<file path="config.mk">
export PLATFORM = sky130hd
export DESIGN_NAME = bounce_generator_flat
export DESIGN_NICKNAME = d
export VERILOG_FILES = /design/src/rtl/bounce_gen_pkg.sv /design/src/rtl/bounce_generator_if.sv /design/src/rtl/lfsr16.sv /design/src/rtl/bounce_generator.sv /design/src/flat_wrapper.sv
export SDC_FILE = /design/constraint.sdc
export NUM_CORES = 1
export LEC_CHECK = 0
export ABC_AREA = 1
export ABC_CLOCK_PERIOD_IN_PS = 1400
export CAP_MARGIN = 20
export CORE_ASPECT_RATIO = 0.5
export CORE_MARGIN = 2
export CORE_UTILIZATION = 40
export CTS_CLUSTER_SIZE = 25
export DETAILED_ROUTE_END_ITERATION = 16
export PLACE_DENSITY_LB_ADDON = 0.1
export SYNTH_ARGS = -nofsm -noshare
export SYNTH_HDL_FRONTEND = slang
export SYNTH_SLANG_ARGS = --single-unit
</file>
<file path="constraint.sdc">
create_clock -name clk -period 1.4 [get_ports clk]
set_input_delay 0.28 -clock clk [delete_from_list [all_inputs] [get_ports clk]]
set_output_delay 0.28 -clock clk [all_outputs]
set_load 0.005 [all_outputs]
</file>
<file path="src/rtl/bounce_gen_pkg.sv">
// bounce_gen_pkg: FSM states, LFSR constants and counter sizing shared by bounce_generator.
package bounce_gen_pkg;
   typedef enum logic {IDLE, BOUNCE} state_t;
   localparam logic [15:0] LFSR_SEED = 16'hACE1;
   localparam logic [15:0] LFSR_TAPS = 16'hB400;
   // Bits needed to hold max_val itself, never less than one.
   function automatic int cnt_width(input int max_val);
      return (max_val < 1) ? 1 : $clog2(max_val + 1);
   endfunction
endpackage

</file>
<file path="src/rtl/bounce_generator_if.sv">
// bounce_generator_if: ideal switch level in, emulated bouncing contact and burst status out.
interface bounce_generator_if;
   logic clean_in;
   logic noisy_out;
   logic busy;
   logic done;
   modport master (output clean_in, input noisy_out, busy, done);
   modport slave (input clean_in, output noisy_out, busy, done);
endinterface

</file>
<file path="src/rtl/lfsr16.sv">
// lfsr16: 16-bit right-shifting Galois LFSR that advances once per cycle with step high.
module lfsr16
   import bounce_gen_pkg::*;
(
   input  logic        clk,
   input  logic        reset_n,
   input  logic        step,
   output logic [15:0] value
);
   always_ff @(posedge clk or negedge reset_n)
      if (!reset_n) value <= LFSR_SEED;
      else if (step) value <= value[0] ? (value >> 1) ^ LFSR_TAPS : value >> 1;
endmodule

</file>
<file path="src/rtl/bounce_generator.sv">
// bounce_generator: turns clean level changes into timed bursts of contact bounce.
// Define BOUNCE_GEN_LFSR_EN to add pseudo-random jitter to the toggle interval.
module bounce_generator
   import bounce_gen_pkg::*;
#(
   parameter int BOUNCE_WINDOW = 2_000_000,
   parameter int TOGGLE_PERIOD = 50_000,
   parameter int JITTER_BITS   = 12
)(
   input logic               clk,
   input logic               reset_n,
   bounce_generator_if.slave bus
);
`ifdef BOUNCE_GEN_LFSR_EN
   localparam int IMAX = TOGGLE_PERIOD - 1 + (2 ** JITTER_BITS) - 1;
`else
   localparam int IMAX = TOGGLE_PERIOD - 1;
`endif
   localparam int WW = cnt_width(BOUNCE_WINDOW - 1);
   localparam int IW = cnt_width(IMAX);
   state_t        r_state;
   logic          r_target;
   logic          r_noisy;
   logic          r_done;
   logic [WW-1:0] r_win;
   logic [IW-1:0] r_int;
   logic [IW-1:0] w_iv_m1;
   logic          w_change;
   logic          w_toggle;
   assign w_change = bus.clean_in != r_target;
   // A level change restarts the burst and pre-empts both window end and toggle.
   assign w_toggle = (r_state == BOUNCE) && !w_change && (r_win != '0) && (r_int == '0);
`ifdef BOUNCE_GEN_LFSR_EN
   logic [15:0] w_lfsr;
   logic        w_reload;
   assign w_reload = w_change || w_toggle;
   lfsr16 u_lfsr (.clk(clk), .reset_n(reset_n), .step(w_reload), .value(w_lfsr));
   assign w_iv_m1 = IW'(TOGGLE_PERIOD - 1) + IW'(w_lfsr[JITTER_BITS-1:0]);
`else
   assign w_iv_m1 = IW'(TOGGLE_PERIOD - 1);
`endif
   always_ff @(posedge clk or negedge reset_n)
      if (!reset_n) begin
         r_state  <= IDLE;
         r_target <= 1'b0;
         r_noisy  <= 1'b0;
         r_done   <= 1'b0;
         r_win    <= '0;
         r_int    <= '0;
      end else begin
         r_done <= 1'b0;
         if (w_change) begin
            r_state  <= BOUNCE;
            r_target <= bus.clean_in;
            r_win    <= WW'(BOUNCE_WINDOW - 1);
            r_int    <= w_iv_m1;
         end else if (r_state == IDLE) r_noisy <= r_target;
         else if (r_win == '0) begin
            r_state <= IDLE;
            r_noisy <= r_target;
            r_done  <= 1'b1;
         end else begin
            r_win   <= r_win - WW'(1);
            r_int   <= w_toggle ? w_iv_m1 : r_int - IW'(1);
            r_noisy <= w_toggle ? ~r_noisy : r_noisy;
         end
      end
   assign bus.noisy_out = r_noisy;
   assign bus.busy      = r_state == BOUNCE;
   assign bus.done      = r_done;
endmodule

</file>
<file path="src/flat_wrapper.sv">
// flat-port wrapper written by rule: the top's interface ports become plain ports
module bounce_generator_flat import bounce_gen_pkg::*;
#(
   parameter int BOUNCE_WINDOW = 2_000_000,
   parameter int TOGGLE_PERIOD = 50_000,
   parameter int JITTER_BITS   = 12
)
  (clk, reset_n, bus_clean_in, bus_noisy_out, bus_busy, bus_done);
  bounce_generator_if bus_i ();
  input logic clk;
  input logic reset_n;
  input wire logic [$bits(bus_i.clean_in)-1:0] bus_clean_in;
  output wire logic [$bits(bus_i.noisy_out)-1:0] bus_noisy_out;
  output wire logic [$bits(bus_i.busy)-1:0] bus_busy;
  output wire logic [$bits(bus_i.done)-1:0] bus_done;
  assign bus_i.clean_in = bus_clean_in;
  assign bus_noisy_out = bus_i.noisy_out;
  assign bus_busy = bus_i.busy;
  assign bus_done = bus_i.done;
  bounce_generator #(.BOUNCE_WINDOW(BOUNCE_WINDOW), .TOGGLE_PERIOD(TOGGLE_PERIOD), .JITTER_BITS(JITTER_BITS)) u_core (.clk(clk), .reset_n(reset_n), .bus(bus_i));
endmodule
</file>
==> results by group, run 1 <==
Status
  • Status: complete, but fails checks
  • Failing checks: negative setup slack

GRT
  • Global route total overflow: 0
  • Initial antenna violation count: 0
  • Total GRT Usage: 21.0%
  • Global-route wire length before repair: about 12 mm
  • Vias in the first global route: 2,486
  • Largest net degree at the start of global routing: 42

Clocking
  • Cts bufs inserted: 5
  • H-tree Lvls: 2
  • CTS Sinks: 41
  • Clk buf depth: 2
  • Worst-path clk slew: about 0.060 ns
  • TritonCTS clock tree: built
  • Clock root buffer: clkbuf_16
  • Worst skew pair latency: 0.28 ns

Timing
  • Setup TNS: -5.85 ns
  • Fin. Hold Viols: 0
  • Setup ws final: -0.215 ns
  • F_max: 619 MHz
  • Min Hold Slack: between 0.5 and 0.6 ns
  • Minimum clock period: 1.61 ns
  • Final worst-path cycle share: 115%
  • RSZ-0062 raised after global routing: yes
  • Slew HR: between 80 and 90%
  • Worst Clk Skew: between 0.005 and 0.006 ns
  • Worst-Margin Slew: around 0.28 ns
  • Final setup viols: 39
  • Slew Limit Fails: 0

Pwr
  • Peak VDD IR: 0.468 mV
  • Total Power: around 2.8 mW
  • Cell Pwr Density: about 730 mW/mm^2
  • Leak: 1.79 nW

Detailed routing
  • Routed vias/inst: roughly 4.8
  • Avg WL per Cell: ~14 um
  • Iter 0 DRT Violations: between 100 and 150
  • DR DRC count: 0
  • Via Count: around 2,500
  • DRT Pass-1 Iters: 5
  • Detailed Route WL: 7.18 mm
  • DRT antenna net count: 0

Yosys
  • Post-synthesis net count: roughly 340
  • Mapped Area: ~0.0026 sq mm
  • Cell count after synthesis: about 330
  • Ys async rst share: 100%
  • Ys flop type: dfrtp_1
  • Commonest cells in the synthesized netlist: nand2_1 (83), nor2_1 (46), dfrtp_1 (41), nand3_1 (30), inv_1 (26)
  • Synthesis-stage register bit count: slightly above 40
  • Sequential area share after synthesis: 40.1%
  • Synth Area per Inst: between 7 and 8 sq um
  • Synth area leaders: dfrtp_1 (40%), nand2_1 (12%), nor2_1 (6.7%), nand3_1 (5.9%), inv_1 (3.8%)
  • Most common cell in the netlist: nand2_1
  • Post-synth cell types: 33
  • Share of the synthesized area in the top cell type: roughly two fifths
  • Yosys top cell by area: dfrtp_1
  • Synth warnings: 0
  • Number of synthesized flops with an enable pin: 0

Worst setup path
  • Crit path kind: flop to flop
  • Critical Path AT: approximately 1.8 ns
  • Critical path data required time: between 1.5 and 2 ns
  • Crit Path Max Fanout: 5
  • Crit start category: flop
  • CP endpoint kind: flop

Cells and area
  • Syn-to-layout area delta: 51.8%
  • Antenna cells: 0
  • Filler cell count: around 530
  • Final net count: 440
  • Ratio of cells with drive above 1 in the final layout: between 40% and 50%
  • Register area: slightly above 0.001 sq mm
  • Footprint of the multi-input gates: approximately 0.0016 sq mm

Die
  • Core box area: ~0.006 sq mm
  • DIE WIDTH: 117 um
  • IO Count: 6
  • Die Y: 60.6 um
  • Initial core utilization: roughly two fifths
  • Die area: 0.00710 sq mm
  • Row count: 20

Placed design
  • Pre-CTS setup slack: -0.475 ns
  • DP Wirelength: around 4.8 mm
  • GPL Wtd Cong: around 0.88
  • Number of buffers added on ports: 5

Job
  • Max Cap Violations: 0

Worst hold path
  • Hold WC Path Type: input port to asynchronous set/reset pin
-- area by class of cell --
type,instances,share of cell area (%)
well taps,88,2.83
multi-input cells,257,41.8
clock buffers,7,3.67
inverters,29,3.19
flip-flops and latches,41,26.4
repair buffers,98,21.7
repair inverters,1,0.418
-- power by group --
part           switching, mW  total [mW]  internal [mW]
Clock                  0.460        1.16          0.701
Sequential            0.0244        1.24           1.21
Combinational          0.229       0.448          0.219
-- per-stage QoR --
stage | instances | utilization [%] | area [sq um]
floorplan | 334 | - | 2590
global placement | 491 | 53.1 | 3260
detailed placement | 491 | 53.1 | 3260
CTS | 509 | 58.2 | 3570
global route | 521 | 63.4 | 3890
finish | 521 | 63.4 | 3890
-- sequential cells by signal (all words and copies together) (netlist names) --
name and flops:
u_core.bus.busy 1, u_core.r_int 16, u_core.bus.noisy_out 1, u_core.r_win 21, u_core.bus.done 1, u_core.r_target 1
-- worst paths after layout --
check	from	endpoint	slack (ns)	depth (start not counted)
worst max-delay path	u_core.r_win[0]$_DFFE_PN0P_	u_core.bus.noisy_out$_DFFE_PN0P_	-0.21	12
worst min-delay path	reset_n	u_core.r_win[3]$_DFFE_PN0P_	0.50	3
worst max register to register	u_core.r_win[0]$_DFFE_PN0P_	u_core.bus.noisy_out$_DFFE_PN0P_	-0.21	12
worst min register to register	u_core.bus.noisy_out$_DFFE_PN0P_	u_core.bus.noisy_out$_DFFE_PN0P_	0.51	2
max in group asynchronous	reset_n	u_core.bus.busy$_DFF_PN0_	0.67	3
min in group clk	u_core.bus.noisy_out$_DFFE_PN0P_	u_core.bus.noisy_out$_DFFE_PN0P_	0.51	2
-- cells in the final DEF (no fill, tap or decap), types with 2 or more instances in the layout --
cell,synthesis,layout
a21oi_1,3,3
buf_12,1,4
buf_4,1,79
buf_6,2,8
clkbuf_16,0,6
clkinv_8,0,2
dfrtp_1,41,40
dlygate4sd2_1,0,2
ha_4,0,3
inv_1,26,21
inv_2,2,6
nand2_1,83,73
nand2_2,14,19
nand2_4,3,6
nand2_8,0,2
nand3_1,30,26
nand3_2,1,4
nand3_4,1,2
nand3b_1,6,6
nand4_1,6,6
nor2_1,46,26
nor2_2,9,19
nor2_4,1,11
nor3_1,4,3
o21ai_0,13,6
o21ai_1,6,11
o21ai_2,7,9
o22ai_2,2,2
xnor2_1,4,3
xor2_1,10,9
-- worst max-delay path: stages, from the launching register on --
cell and delay (ns):
dfrtp_1 0.39, inv_2 0.11, ha_4 0.15, nand2_4 0.05, nor2_4 0.10, nand3_4 0.14, nand2_8 0.13, buf_4 0.12
buf_4 0.09, nand2_1 0.04, o21ai_0 0.06, nand2_1 0.08, nand2_1 0.07
-- routing by layer --
metal / track usage, % / vias to the layer above / routed length (um)
li1: - / 1273 / -
met1: 28.1 / 1213 / 3410
met2: 36.3 / 34 / 3540
met3: 4.20 / 6 / 187
met4: 4.37 / 0 / 36
met5: 0 / - / 0
-- cell families (layout without fill, tap and decap cells) --
logic type,Yosys count,count (layout),share of synthesized area [%]
compound gates,34,34,8.70
xor+xnor,14,14,4.79
fa+ha+maj,4,4,1.95
buf+inv,36,135,6.89
flops,41,41,40.1
simple gates,205,205,37.6
-- what timing repair did --
action                     CTS  global route
pin swaps                    6            10
gates resized for setup     27            56
hold endpoints to repair    41             0
hold buffers                 1             0
setup buffers               10            11
setup endpoints to repair   41            41
cloned                       0             2
Power figures use the tool's default switching activity.
==> inputs of run 2 (changes only) <==
ABC_CLOCK_PERIOD_IN_PS = 1310   (was 1400)
TNS_END_PERCENT = 50   (was not set)
clock period = 1.31 ns   (was 1.4 ns; I/O delays follow)
==> run 2 against run 1 <==
Effect of this change:
- the run still ends with negative setup slack left
- combinational power shrank 8.9%
- global-route usage shrank 0.73 points
- total power grew 6.7%
- final cell count grew 0.38%
- highest routed layer unchanged
- via count shrank 1.1%
- clock-buffer cell count is the same
- critical endpoint is now u_core.r_int[9]$_DFFE_PN0P_
- maximum frequency grew 4.1%
- largest cell class unchanged
- non-clock buffer count grew 2
- first-iteration DRC count grew 10%
- setup slack lost 0.027 ns
==> results by group, run 2 (synthesis results as in run 1) <==
Status
  • Status: complete, but fails checks
  • Failing checks: negative setup slack

GRT
  • Global route total overflow: 0 (unchanged)
  • Vias in the first global route: 2,400 (-3.5%)
  • Global-route wire length before repair: 11.1 mm (-3.6%)
  • Total GRT Usage: 20.3% (-0.73 points)
  • Largest net degree at the start of global routing: 42 (unchanged)
  • Initial antenna violation count: 0 (unchanged)

Timing
  • Slew HR: 83.0% (+2.0 points)
  • RSZ-0062 raised after global routing: yes
  • Worst-Margin Slew: 0.253 ns (-0.0301 ns)
  • Setup TNS: -7.00 ns (-1.15 ns)
  • F_max: 645 MHz (+4.1%)
  • Min Hold Slack: 0.479 ns (-0.0227 ns)
  • Final worst-path cycle share: 118% (+3.1 points)
  • Worst Clk Skew: 0.00800 ns (+0.00276 ns)
  • Setup ws final: -0.242 ns (-0.0269 ns)
  • Final setup viols: 39 (unchanged)
  • Fin. Hold Viols: 0 (unchanged)
  • Slew Limit Fails: 0 (unchanged)
  • Minimum clock period: 1.55 ns (-0.0631 ns)

Cells and area
  • Max reg flops: 21 (unchanged)
  • Final Non-Filler Cells: 523 (+0.38%)
  • Antenna cells: 0 (unchanged)
  • Most frequent cells in the layout: buf_4 (83), nand2_1 (72), dfrtp_1 (40), nand3_1 (27), nor2_1 (25)
  • Syn-to-layout area delta: 51.4%
  • Largest registers: u_core.r_win x21, u_core.r_int x16
  • Final Cell Area: 0.00388 sq mm (-0.29%)
  • Final net count: 441 (+0.23%)
  • Final Util: 63.2% (-0.18 points)
  • Ratio of cells with drive above 1 in the final layout: 44.8% (+0.72 points)
  • Most common cell after layout, fill and taps aside: buf_4
  • Biggest register: u_core.r_win

Placed design
  • DP Wirelength: 4.78 mm (-0.39%)
  • Number of buffers added on ports: 5 (unchanged)
  • Pre-CTS setup slack: -0.486 ns (-0.0118 ns)
  • DP Cell Count: 505 (+2.9%)
  • Area post-placement: 0.00337 sq mm (+3.6%)
  • GPL Wtd Cong: 0.874 (-0.27%)

Clocking
  • Worst-path clk slew: 0.06 ns (about the same)
  • TritonCTS clock tree: built
  • Clk buf depth: 2 (unchanged)
  • CTS Sinks: 41 (unchanged)
  • Worst skew pair latency: 0.29 ns (about the same)
  • Clock root buffer: clkbuf_16
  • Cts bufs inserted: 5 (unchanged)
  • H-tree Lvls: 2 (unchanged)

Worst setup path
  • Crit start category: flop
  • Crit-path most repeated cell: nand2_8
  • Critical Path AT: 1.71 ns (-0.12 ns)
  • Slowest cell on crit path: dfrtp_1
  • Reg2reg setup slack: -0.24 ns (-0.03 ns)
  • Critical path data required time: 1.47 ns (-0.15 ns)
  • Crit-path cells: inv_2, ha_4, nand2_2, nor2_4, nand3_4, nand2_8, nand2_8, clkbuf_16, nand3_2, nand3_1
  • Delay-heaviest family, CP: simple AND/OR/NAND/NOR gates
  • CP endpoint kind: flop
  • Crit Path Max Fanout: 6 (+1)
  • Worst r2r path cells: 10 (-2)
  • Reg-to-reg startpoint: u_core.r_win[0]$_DFFE_PN0P_
  • Crit-path max cell delay: 0.38 ns (about the same)
  • Crit path kind: flop to flop
  • CP bufs+invs: 2 (-1)
  • R2r endpoint: u_core.r_int[9]$_DFFE_PN0P_

Die
  • Row count: 20 (unchanged)
  • Initial core utilization: 41.8% (unchanged)
  • IO Count: 6 (unchanged)
  • DIE WIDTH: 117 um (unchanged)
  • Core box area: 0.00613 sq mm (unchanged)
  • Die area: 0.00710 sq mm (unchanged)
  • Die Y: 60.6 um (unchanged)

Detailed routing
  • Via Count: 2,499 (-1.1%)
  • DRT antenna net count: 0 (unchanged)
  • Avg WL per Cell: 12.9 um (-6.6%)
  • Met1 Wirelength: 3.27 mm (-4.3%)
  • Detailed Route WL: 6.73 mm (-6.3%)
  • DR DRC count: 0 (unchanged)
  • Met3 wire len: 245 um (+31%)
  • Routed vias/inst: 4.78 (-1.4%)
  • Top Layer Used: met4
  • Iter 0 DRT Violations: 129 (+10%)
  • Met2 WL post-DR: 3.18 mm (-10%)
  • DRT Pass-1 Iters: 4 (-1)

Pwr
  • Peak VDD IR: 0.509 mV (+8.8%)
  • Cell Pwr Density: 783 mW/mm^2 (+7.0%)
  • Leak: 1.74 nW (-2.7%)
  • Total Power: 3.04 mW (+6.7%)

Job
  • Max Cap Violations: 0 (unchanged)

Worst hold path
  • Hold WC Path Type: input port to asynchronous set/reset pin
[run 2: changes by cell type in the layout (fill, tap and decap cells not counted), sizes merged]
cell / delta
buf: +2
clkinv: -1
dlygate4sd2: +1
dlymetal6s2s: -1
inv: +1
[run 2: area by class of cell]
cell class / instances / area [sq um]
clock buffers: 7 / 153
clock inverters: 1 / 5.00
fillers: 518 / 2250
inverters: 29 / 119
multi-input cells: 257 / 1620
flip-flops and latches: 41 / 1030
well taps: 88 / 110
repair buffers: 100 / 847
[run 2: what timing repair did]
| action | 4_1_cts | 5_1_grt |
|---|---|---|
| setup buffers | 6 | 2 |
| gates cloned | 0 | 1 |
| pin swaps | 10 | 14 |
| endpoints found under the setup margin | 43 | 40 |
| hold buffers | 1 | 0 |
| resized for setup | 30 | 47 |
| hold endpoints to repair | 41 | 0 |
[run 2: worst max-delay path by stage]
stage	slack, ns	from	depth (start not counted)	end
floorplan	-0.18	u_core.r_win[8]$_DFFE_PN0P_	9	u_core.r_int[1]$_DFFE_PN0P_
global placement	-0.39	bus_clean_in	5	u_core.r_int[9]$_DFFE_PN0P_
detailed placement	-0.49	bus_clean_in	8	u_core.r_int[5]$_DFFE_PN0P_
CTS	-0.26	u_core.r_win[17]$_DFFE_PN0P_	9	u_core.r_int[14]$_DFFE_PN0P_
global route	-0.35	u_core.r_win[12]$_DFFE_PN0P_	9	u_core.r_int[6]$_DFFE_PN0P_
finish	-0.24	u_core.r_win[0]$_DFFE_PN0P_	10	u_core.r_int[9]$_DFFE_PN0P_
[run 2: power by group]
group          switching, mW  leakage [nW]  internal, mW  total (mW)
combinational          0.218          1.20         0.191       0.408
sequential            0.0247         0.457          1.30        1.32
clock                  0.500        0.0799         0.807        1.31
[run 2: worst min-delay path, delay by kind of cell]
family,cells,cell delay [ns]
buffers and inverters,3,0.87
[run 2: routing by layer]
layer | GRT usage, % | vias to the layer above
met1 | 27.9 | 1180
met2 | 33.4 | 29
met4 | 4.03 | 0
met3 | 4.80 | 6
met5 | 0 | -
li1 | - | 1284
==> inputs of run 3 (changes only) <==
PLACE_DENSITY_LB_ADDON = not set   (was 0.1)
==> run 3 against run 2 <==
Effect of this change:
- the run still ends with negative setup slack left
- clock skew decreased by 0.0021 ns
- non-clock buffer count is 3 lower
- maximum frequency is 2.1% lower
- clock power about the same
- wire length is 0.82% higher
- sequential share of layout area up 0.97 points
- die area did not move
- critical path depth shrank 1
- highest routed layer unchanged
==> results by group, run 3 (synthesis results as in run 1) <==
Detailed routing
  • Iter 0 DRT Violations: 67 (-48%)
  • Detailed Route WL: 6.78 mm (+0.82%)
  • Routed vias/inst: 4.83 (+1.1%)
  • DR DRC count: 0 (unchanged)
  • Via Count: 2,511 (+0.48%)
  • Avg WL per Cell: 13.0 um (+1.4%)
  • DRT Pass-1 Iters: 4 (unchanged)
  • DRT antenna net count: 0 (unchanged)

Timing
  • Final setup viols: 39 (unchanged)
  • Setup ws final: -0.274 ns (-0.0327 ns)
  • Worst Clk Skew: 0.00590 ns (-0.00210 ns)
  • F_max: 631 MHz (-2.1%)
  • Fin. Hold Viols: 0 (unchanged)
  • Final worst-path cycle share: 121% (+2.5 points)
  • Min Hold Slack: 0.494 ns (+0.0150 ns)
  • Minimum clock period: 1.58 ns (+0.0327 ns)
  • Worst-Margin Slew: 0.266 ns (+0.0130 ns)
  • Slew Limit Fails: 0 (unchanged)
  • Slew HR: 82.2% (-0.83 points)
  • RSZ-0062 raised after global routing: yes

Placed design
  • DP Cell Count: 500 (-0.99%)
  • Pre-CTS setup slack: -0.545 ns (-0.0584 ns)
  • DP Wirelength: 4.76 mm (-0.42%)
  • Number of buffers added on ports: 5 (unchanged)
  • Area post-placement: 0.00331 sq mm (-1.9%)
  • GPL Wtd Cong: 0.913 (+4.5%)

GRT
  • Largest net degree at the start of global routing: 42 (unchanged)
  • Total GRT Usage: 20.7% (+0.37 points)
  • Vias in the first global route: 2,502 (+4.3%)
  • Global-route wire length before repair: 11.3 mm (+1.5%)
  • Initial antenna violation count: 0 (unchanged)
  • Global route total overflow: 0 (unchanged)

Worst setup path
  • Critical Path AT: 1.75 ns (+0.04 ns)
  • Crit-path max cell delay: 0.40 ns (+0.02 ns)
  • Crit start category: flop
  • Crit path kind: flop to flop
  • CP endpoint kind: flop
  • Crit-path cells: nor2_2, nand2_2, nor2_4, nand3_4, buf_4, nand2_4, nor2_2, nor2_4, nand3_1
  • Critical path data required time: 1.48 ns (about the same)
  • CP bufs+invs: 1 (-1)
  • Crit Path Max Fanout: 6 (unchanged)
  • Delay-heaviest family, CP: simple AND/OR/NAND/NOR gates
  • Slowest cell on crit path: dfrtp_1

Cells and area
  • Final Non-Filler Cells: 520 (-0.57%)
  • Final Cell Area: 0.00374 sq mm (-3.5%)
  • Largest registers: u_core.r_win x21, u_core.r_int x16
  • Ratio of cells with drive above 1 in the final layout: 43.3% (-1.5 points)
  • Most frequent cells in the layout: buf_4 (86), nand2_1 (73), dfrtp_1 (40), nor2_1 (28), nand3_1 (24)
  • Register area: 0.00103 sq mm (unchanged)
  • Antenna cells: 0 (unchanged)
  • Filler cell count: 552 (+6.6%)
  • Biggest register: u_core.r_win
  • Footprint of the multi-input gates: 0.00155 sq mm (-3.9%)
  • Most common cell after layout, fill and taps aside: buf_4
  • Final net count: 438 (-0.68%)
  • Max reg flops: 21 (unchanged)
  • Syn-to-layout area delta: 46.0%

Pwr
  • Leak: 1.72 nW (-1.2%)
  • Peak VDD IR: 0.483 mV (-5.1%)
  • Cell Pwr Density: 806 mW/mm^2 (+2.9%)

Clocking
  • Clk buf depth: 2 (unchanged)
  • H-tree Lvls: 2 (unchanged)
  • Cts bufs inserted: 5 (unchanged)
  • TritonCTS clock tree: built
  • Clock root buffer: clkbuf_16
  • Worst skew pair latency: 0.29 ns (about the same)
  • CTS Sinks: 41 (unchanged)
  • Worst-path clk slew: 0.06 ns (about the same)

Die
  • Die Y: 60.6 um (unchanged)
  • DIE WIDTH: 117 um (unchanged)
  • IO Count: 6 (unchanged)
  • Core box area: 0.00613 sq mm (unchanged)
  • Initial core utilization: 41.8% (unchanged)
  • Die area: 0.00710 sq mm (unchanged)
  • Row count: 20 (unchanged)

Worst hold path
  • Hold WC Path Type: input port to asynchronous set/reset pin

Status
  • Status: complete, but fails checks
  • Failing checks: negative setup slack

Job
  • Max Cap Violations: 0 (unchanged)
## run 3: tightest hold or removal path, delay by kind of cell
kind	cells	cell delay [ns]
buffers and inverters	3	0.90
## run 3: report_power, final
group          internal, mW  total [mW]  switching, mW
Sequential             1.30        1.32         0.0224
Clock                 0.807        1.31          0.501
Combinational         0.174       0.387          0.213
Total                  2.28        3.01          0.736
## run 3: what timing repair did
action                                 CTS  global route
hold buffers                             1             0
endpoints found under the hold margin   41             0
resized for setup                       23            36
setup buffers                            4             7
pin swaps                                5            14
setup endpoints to repair               43            40
## run 3: worst paths after layout
kind | startpoint | end | slack [ns] | cells after the start
max in group asynchronous | reset_n | u_core.r_win[1]$_DFFE_PN0P_ | 0.60 | 3
min in group clk | bus_clean_in | u_core.r_target$_DFFE_PN0P_ | 0.50 | 1
hold / removal | reset_n | u_core.r_int[15]$_DFFE_PN0P_ | 0.49 | 3
hold reg to reg | u_core.r_win[1]$_DFFE_PN0P_ | u_core.r_win[1]$_DFFE_PN0P_ | 0.53 | 2
setup reg to reg | u_core.r_win[12]$_DFFE_PN0P_ | u_core.r_int[6]$_DFFE_PN0P_ | -0.27 | 9
setup / recovery | u_core.r_win[12]$_DFFE_PN0P_ | u_core.r_int[6]$_DFFE_PN0P_ | -0.27 | 9
## run 3: area by class of cell
cell class	instances	area share, %
sequential	41	27.5
multi-input combinational	257	41.5
inverter	29	3.25
tap	88	2.94
clock buffer	7	4.08
clock inverter	1	0.134
timing repair buffer	97	20.6
## run 3: per-stage QoR
| step | total power [mW] | utilization [%] | TNS [ns] |
|---|---|---|---|
| 4_1_cts | 3.00 | 58.1 | -7.19 |
| 3_5_place_dp | 1.67 | 54.0 | -16.17 |
| 3_3_place_gp | 1.66 | 54.0 | -14.16 |
| 2_1_floorplan | 1.50 | - | -3.76 |
| 6_report | 3.01 | 61.0 | -8.26 |
| 5_1_grt | 3.14 | 61.0 | -11.91 |
## run 3: layer usage
| metal | global-route usage [%] | wire length (um) | part of all wire, % | vias up |
|---|---|---|---|---|
| met5 | 0 | 0 | 0 | - |
| met4 | 4.37 | 109 | 1.6 | 0 |
| met3 | 4.60 | 201 | 3.0 | 14 |
| met2 | 38.5 | 3390 | 50 | 30 |
| met1 | 25.1 | 3080 | 45 | 1193 |
| li1 | - | - | - | 1274 |
